===== src/rtl/ttl_jkff_bank_edge_if.sv =====
// Signal bundle for the ttl_jkff_bank_edge J-K flip-flop bank.
// The master side drives the TTL-style inputs, and the slave side (the bank) returns Q/Qn/Ev.
interface ttl_jkff_bank_edge_if #(
  parameter int BLOCKS = 2
);
  logic [BLOCKS-1:0] cen;
  logic [BLOCKS-1:0] clr_n;
  logic [BLOCKS-1:0] pre_n;
  logic [BLOCKS-1:0] j;
  logic [BLOCKS-1:0] k;
  logic [BLOCKS-1:0] q;
  logic [BLOCKS-1:0] qn;
  logic [BLOCKS-1:0] ev;

  modport master (output cen, clr_n, pre_n, j, k, input q, qn, ev);
  modport slave  (input cen, clr_n, pre_n, j, k, output q, qn, ev);
endinterface


===== src/rtl/ttl_jkff_bank_edge.sv =====
// Bank of BLOCKS edge-detected 74LS76/107/109-style J-K flip-flops, all clocked by clk_i.
// The optional macro JKFF_CASCADE_EN chains the stages as a ripple counter: stage i>0 is clocked by the falling edge of Q[i-1].
module ttl_jkff_bank_edge #(
  parameter int                BLOCKS   = 2,
  parameter int                CEN_EDGE = 0,
  parameter logic [BLOCKS-1:0] INIT_Q   = '0
) (
  input  logic                 clk_i,
  input  logic                 rst_n_i,
  ttl_jkff_bank_edge_if.slave  bus
);

`ifdef JKFF_CASCADE_EN
  localparam bit CASCADE = 1'b1;
`else
  localparam bit CASCADE = 1'b0;
`endif

  localparam logic [BLOCKS-1:0] ONE       = BLOCKS'(1);
  localparam logic [BLOCKS-1:0] CEN_RISE  = (CEN_EDGE != 0) ? '1 : '0;
  localparam logic [BLOCKS-1:0] RISE_MASK = CASCADE ? (CEN_RISE & ONE) : CEN_RISE;
  // Cascaded stages track the previous Q, so their edge history starts at that stage's INIT_Q.
  localparam logic [BLOCKS-1:0] LAST_RST  =
      CASCADE ? (((INIT_Q << 1) & ~ONE) | (CEN_RISE & ONE)) : CEN_RISE;

  logic [BLOCKS-1:0] q_q, q_d;
  logic [BLOCKS-1:0] qn_q, qn_d;
  logic [BLOCKS-1:0] ev_q, ev_d;
  logic [BLOCKS-1:0] last_q;
  logic [BLOCKS-1:0] src_w;
  logic [BLOCKS-1:0] edge_w;

  assign src_w  = CASCADE ? (((q_q << 1) & ~ONE) | (bus.cen & ONE)) : bus.cen;
  assign edge_w = (src_w & ~last_q & RISE_MASK) | (~src_w & last_q & ~RISE_MASK);

  always_comb begin
    q_d  = q_q;
    qn_d = qn_q;
    ev_d = '0;
    for (int i = 0; i < BLOCKS; i++) begin
      if (!bus.clr_n[i] && !bus.pre_n[i]) begin
        q_d[i]  = 1'b1;
        qn_d[i] = 1'b1;
      end else if (!bus.clr_n[i]) begin
        q_d[i]  = 1'b0;
        qn_d[i] = 1'b1;
      end else if (!bus.pre_n[i]) begin
        q_d[i]  = 1'b1;
        qn_d[i] = 1'b0;
      end else begin
        if (edge_w[i]) begin
          ev_d[i] = 1'b1;
          case ({bus.j[i], bus.k[i]})
            2'b01:   q_d[i] = 1'b0;
            2'b10:   q_d[i] = 1'b1;
            2'b11:   q_d[i] = ~q_q[i];
            default: q_d[i] = q_q[i];
          endcase
        end
        // Releasing clear/preset restores Qn = ~Q, including after the both-low state.
        qn_d[i] = ~q_d[i];
      end
    end
  end

  always_ff @(posedge clk_i or negedge rst_n_i) begin
    if (!rst_n_i) begin
      q_q    <= INIT_Q;
      qn_q   <= ~INIT_Q;
      ev_q   <= '0;
      last_q <= LAST_RST;
    end else begin
      q_q    <= q_d;
      qn_q   <= qn_d;
      ev_q   <= ev_d;
      last_q <= src_w;
    end
  end

  assign bus.q  = q_q;
  assign bus.qn = qn_q;
  assign bus.ev = ev_q;

endmodule

===== src/flat_wrapper.sv =====
// flat-port wrapper written by rule: the top's interface ports become plain ports
module ttl_jkff_bank_edge_flat 
#(
  parameter int                BLOCKS   = 2,
  parameter int                CEN_EDGE = 0,
  parameter logic [BLOCKS-1:0] INIT_Q   = '0
)
  (clk_i, rst_n_i, bus_cen, bus_clr_n, bus_pre_n, bus_j, bus_k, bus_q, bus_qn, bus_ev);
  ttl_jkff_bank_edge_if #(.BLOCKS(BLOCKS)) bus_i ();
  input  logic clk_i;
  input  logic rst_n_i;
  input wire logic [$bits(bus_i.cen)-1:0] bus_cen;
  input wire logic [$bits(bus_i.clr_n)-1:0] bus_clr_n;
  input wire logic [$bits(bus_i.pre_n)-1:0] bus_pre_n;
  input wire logic [$bits(bus_i.j)-1:0] bus_j;
  input wire logic [$bits(bus_i.k)-1:0] bus_k;
  output wire logic [$bits(bus_i.q)-1:0] bus_q;
  output wire logic [$bits(bus_i.qn)-1:0] bus_qn;
  output wire logic [$bits(bus_i.ev)-1:0] bus_ev;
  assign bus_i.cen = bus_cen;
  assign bus_i.clr_n = bus_clr_n;
  assign bus_i.pre_n = bus_pre_n;
  assign bus_i.j = bus_j;
  assign bus_i.k = bus_k;
  assign bus_q = bus_i.q;
  assign bus_qn = bus_i.qn;
  assign bus_ev = bus_i.ev;
  ttl_jkff_bank_edge #(.BLOCKS(BLOCKS), .CEN_EDGE(CEN_EDGE), .INIT_Q(INIT_Q)) u_core (.clk_i(clk_i), .rst_n_i(rst_n_i), .bus(bus_i));
endmodule

===== config.mk =====
export PLATFORM = sky130hd
export DESIGN_NAME = ttl_jkff_bank_edge_flat
export DESIGN_NICKNAME = d
export VERILOG_FILES = /design/src/rtl/ttl_jkff_bank_edge_if.sv /design/src/rtl/ttl_jkff_bank_edge.sv /design/src/flat_wrapper.sv
export SDC_FILE = /design/constraint.sdc
export NUM_CORES = 1
export LEC_CHECK = 0
export ABC_AREA = 0
export CORE_AREA = 3 3 40 42
export CTS_CLUSTER_SIZE = 30
export DETAILED_ROUTE_END_ITERATION = 8
export DIE_AREA = 0 0 43 45
export PLACE_DENSITY = 0.54
export SLEW_MARGIN = 20
export SYNTH_ARGS = -nofsm -noshare
export SYNTH_HDL_FRONTEND = slang
export SYNTH_SLANG_ARGS = --single-unit

===== constraint.sdc =====
create_clock -name clk_i -period 1.6 [get_ports clk_i]
set_clock_uncertainty 0.05 [all_clocks]
set_input_delay 0.16 -clock clk_i [delete_from_list [all_inputs] [get_ports clk_i]]
set_output_delay 0.16 -clock clk_i [all_outputs]
set_load 0.02 [all_outputs]

==> impl_metrics.csv <==
group,metric,value,unit
logic_synthesis,syn-cell-area,307,sq um
sta,fmax,642,MHz
drt,drt_iter0_markers,1,
logic_synthesis,synth_top_cells_by_count,"sky130_fd_sc_hd__dfrtp_1 (6), sky130_fd_sc_hd__dfstp_2 (2), sky130_fd_sc_hd__inv_1 (2)",
pwr,vdd_ir_drop_max,0.353,mV
sta,report.final.hold_viol_count,0,
setup_path,slowest_stage,"sky130_fd_sc_hd__clkdlybuf4s50_1",
cells_and_area,fillerInstances,130,
grt,grt_first_pass_wirelength,1470,um
clocking,clk_pin_slew,0.06,ns
cells_and_area,register_area,203,sq um
cells_and_area,antenna_cells,0,
logic_synthesis,yosysSeqAreaShare,0.661,
clocking,number_of_buffers_created_by_cts,3,
logic_synthesis,synth_most_common_cell,"sky130_fd_sc_hd__dfrtp_1",
logic_synthesis,ys_seq_elements,8,
place,detailedPlace.worstSlack,0.243,ns
grt,number_of_global_route_vias_before_repair,316,
logic_synthesis,synthDistinctLibCells,15,
sta,worst_slew_pin_slew,0.351,ns
setup_path,critical_path_arrival,1.35,ns
logic_synthesis,synth_largest_type_area_fraction,0.490,
drt,avgRoutedWirePerCell,13.2,um
logic_synthesis,synthesis.yosys.warnings,0,
setup_path,cp_max_fo,1,
place,globalplace.congestion,0.781,
setup_path,crit_family,"buffers and inverters",
drt,drt_pass1_iterations,2,
pwr,static_leak,0.242,nW
logic_synthesis,synth_largest_area_cell,"sky130_fd_sc_hd__dfrtp_1",
clocking,htree_num_levels,1,
die,initial_utilization,0.239,
logic_synthesis,fraction_of_registers_with_async_set_reset,1.00,
clocking,worstSkewPairLatency,0.25,ns
logic_synthesis,synthTopCellsByArea,"sky130_fd_sc_hd__dfrtp_1 (49%), sky130_fd_sc_hd__dfstp_2 (17%), sky130_fd_sc_hd__nor2b_4 (4.5%)",
cells_and_area,multi_input_comb_area,96.3,sq um
die,die_width,43,um
clocking,clock_sink_count,8,
clocking,clk_buf_depth,2,
die,num_io_pins,18,
grt,grt_start_max_net_pins,9,
sta,timing.slew.headroom,0.765,
die,placementRows,13,
drt,final_antenna_net_count,0,
clocking,cts_post_setup_buffers_inserted,0,
cells_and_area,area_added_between_synthesis_and_finish,71.0,%
job,maxCapViolCount,0,
worst_hold_path,min-delay-path-class,"in2async",
clocking,post_cts_hold_buffer_count,0,
setup_path,critical_path.startpoint_type,"register",
drt,detail_route.wirelength,764,um
sta,setup-tns-final,0,ns
sta,finalCritPeriodShare,0.973,
die,design.core.area,1280,sq um
cells_and_area,final_layout_size_suffix_gt1_frac,0.163,
clocking,tritoncts,"yes",
logic_synthesis,synth_area_per_cell,13.9,sq um
drt,routed_via_density,4.53,
setup_path,critical_path_cell_list,"clkdlybuf4s50_1",
setup_path,crit_path_end_kind,"primary output",
logic_synthesis,post_synthesis_cells,22,
grt,grt_antenna_before_repair,0,
outcome,status,"finished, final reports clean",
logic_synthesis,postSynth.topFlopCell,"sky130_fd_sc_hd__dfrtp_1",
grt,grt-ovfl-total,0,
die,floorplan.die_area,1940,sq um
setup_path,crit_type,"reg2out",
sta,grt_setup_unrepaired,"false",
sta,post-route-min-period,1.56,ns
setup_path,worst_path_largest_cell_delay,0.60,ns
sta,layout_setup_ws,0.0435,ns
drt,drcViolationCount,0,
sta,setup-violations-final,0,
sta,final-max-slew-violation-count,0,
place,port-buffer-count,17,
cells_and_area,nNetsFinal,56,
place,detailedPlacementHpwl,613,um
drt,routed-via-count,263,
logic_synthesis,synth_edf_count,0,
setup_path,crit_buf_inv,1,
logic_synthesis,synth_nets,34,
clocking,cts_root_buffer,"sky130_fd_sc_hd__clkbuf_4",
setup_path,cp_data_required_time,1.39,ns
die,die_h,45,um
pwr,cellPowerDensity,902,nW/um^2
grt,combined_global_route_utilization_of_all_metal_layers,0.103,
## cells by family (layout without fill, tap and decap cells)
logic type	Yosys count	in the layout	synth area share
compound gates	5	5	0.118
buf+inv	2	23	0.0245
flops	8	8	0.661
simple gates	7	7	0.196
## final timing paths
check / slack, ns / from / endpoint / depth (start not counted)
max in group asynchronous: 1.06 / rst_n_i / u_core.bus.qn[0] / 1
setup reg to reg: 0.51 / u_core.last_q[0] / u_core.bus.q[0] / 3
hold reg to reg: 0.55 / u_core.bus.q[0] / u_core.bus.qn[0] / 2
min in group clk_i: 0.39 / bus_cen[0] / u_core.last_q[0] / 1
setup / recovery: 0.04 / u_core.bus.qn[1] / bus_qn[1] / 1
hold / removal: 0.13 / rst_n_i / u_core.bus.q[1] / 1
## report_power, final
group	total [W]	switching, W	internal (W)
Clock	0.000163	0.0000673	0.0000953
Sequential	0.000224	0.00000623	0.000218
Combinational	0.0000861	0.0000357	0.0000505
## per-layer routing
metal / share of wire / wire length, um / global-route usage
met1: 0.39 / 298 / 0.114
met3: 0.15 / 117 / 0.0637
met4: 0 / 0 / 0.0361
met2: 0.46 / 349 / 0.165
met5: 0 / 0 / 0
## area by class of cell
cell class / count / area share
clock buffer: 4 / 0.0501
inverter: 2 / 0.0143
multi-input combinational: 12 / 0.184
sequential: 8 / 0.387
tap: 15 / 0.0358
timing repair buffer: 17 / 0.329
## placed cells by master, fill, tap and decap left out, drive strengths merged
cell type      synthesis  layout
nor2b                  1       1
a21o                   1       1
o211a                  1       1
and3b                  1       1
dfrtp                  6       6
and3                   1       1
clkbuf                 0       4
a211o                  1       1
clkdlybuf4s50          0      16
dfstp                  2       2
dlymetal6s2s           0       1
nand4b                 1       1
inv                    2       2
and4b                  1       1
o21ai                  2       2
nand3                  1       1
nand4                  1       1
## per-stage QoR
stage                     cells  hold WS [ns]  utilization  power (W)  cell area, sq um
after detailed placement     54         0.408        0.386   0.000314               495
after floorplan              22        -0.186            -   0.000256               307
after CTS                    58         0.139        0.406   0.000481               522
after global routing         58         0.150        0.408   0.000509               524
final                        58         0.131        0.408   0.000473               524
after global placement       54         0.407        0.386   0.000312               495
## timing repair
| action | CTS | global route |
|---|---|---|
| hold endpoints to repair | 0 | 0 |
| resized for setup | 0 | 1 |
| setup endpoints to repair | 0 | 1 |
## flip-flops by register name, summed over array words and instances (netlist names)
name,cells
u_core.last_q,2
u_core.bus.ev,2
u_core.bus.qn,2
u_core.bus.q,2
Note: power is estimated with default switching activity, not from simulation.
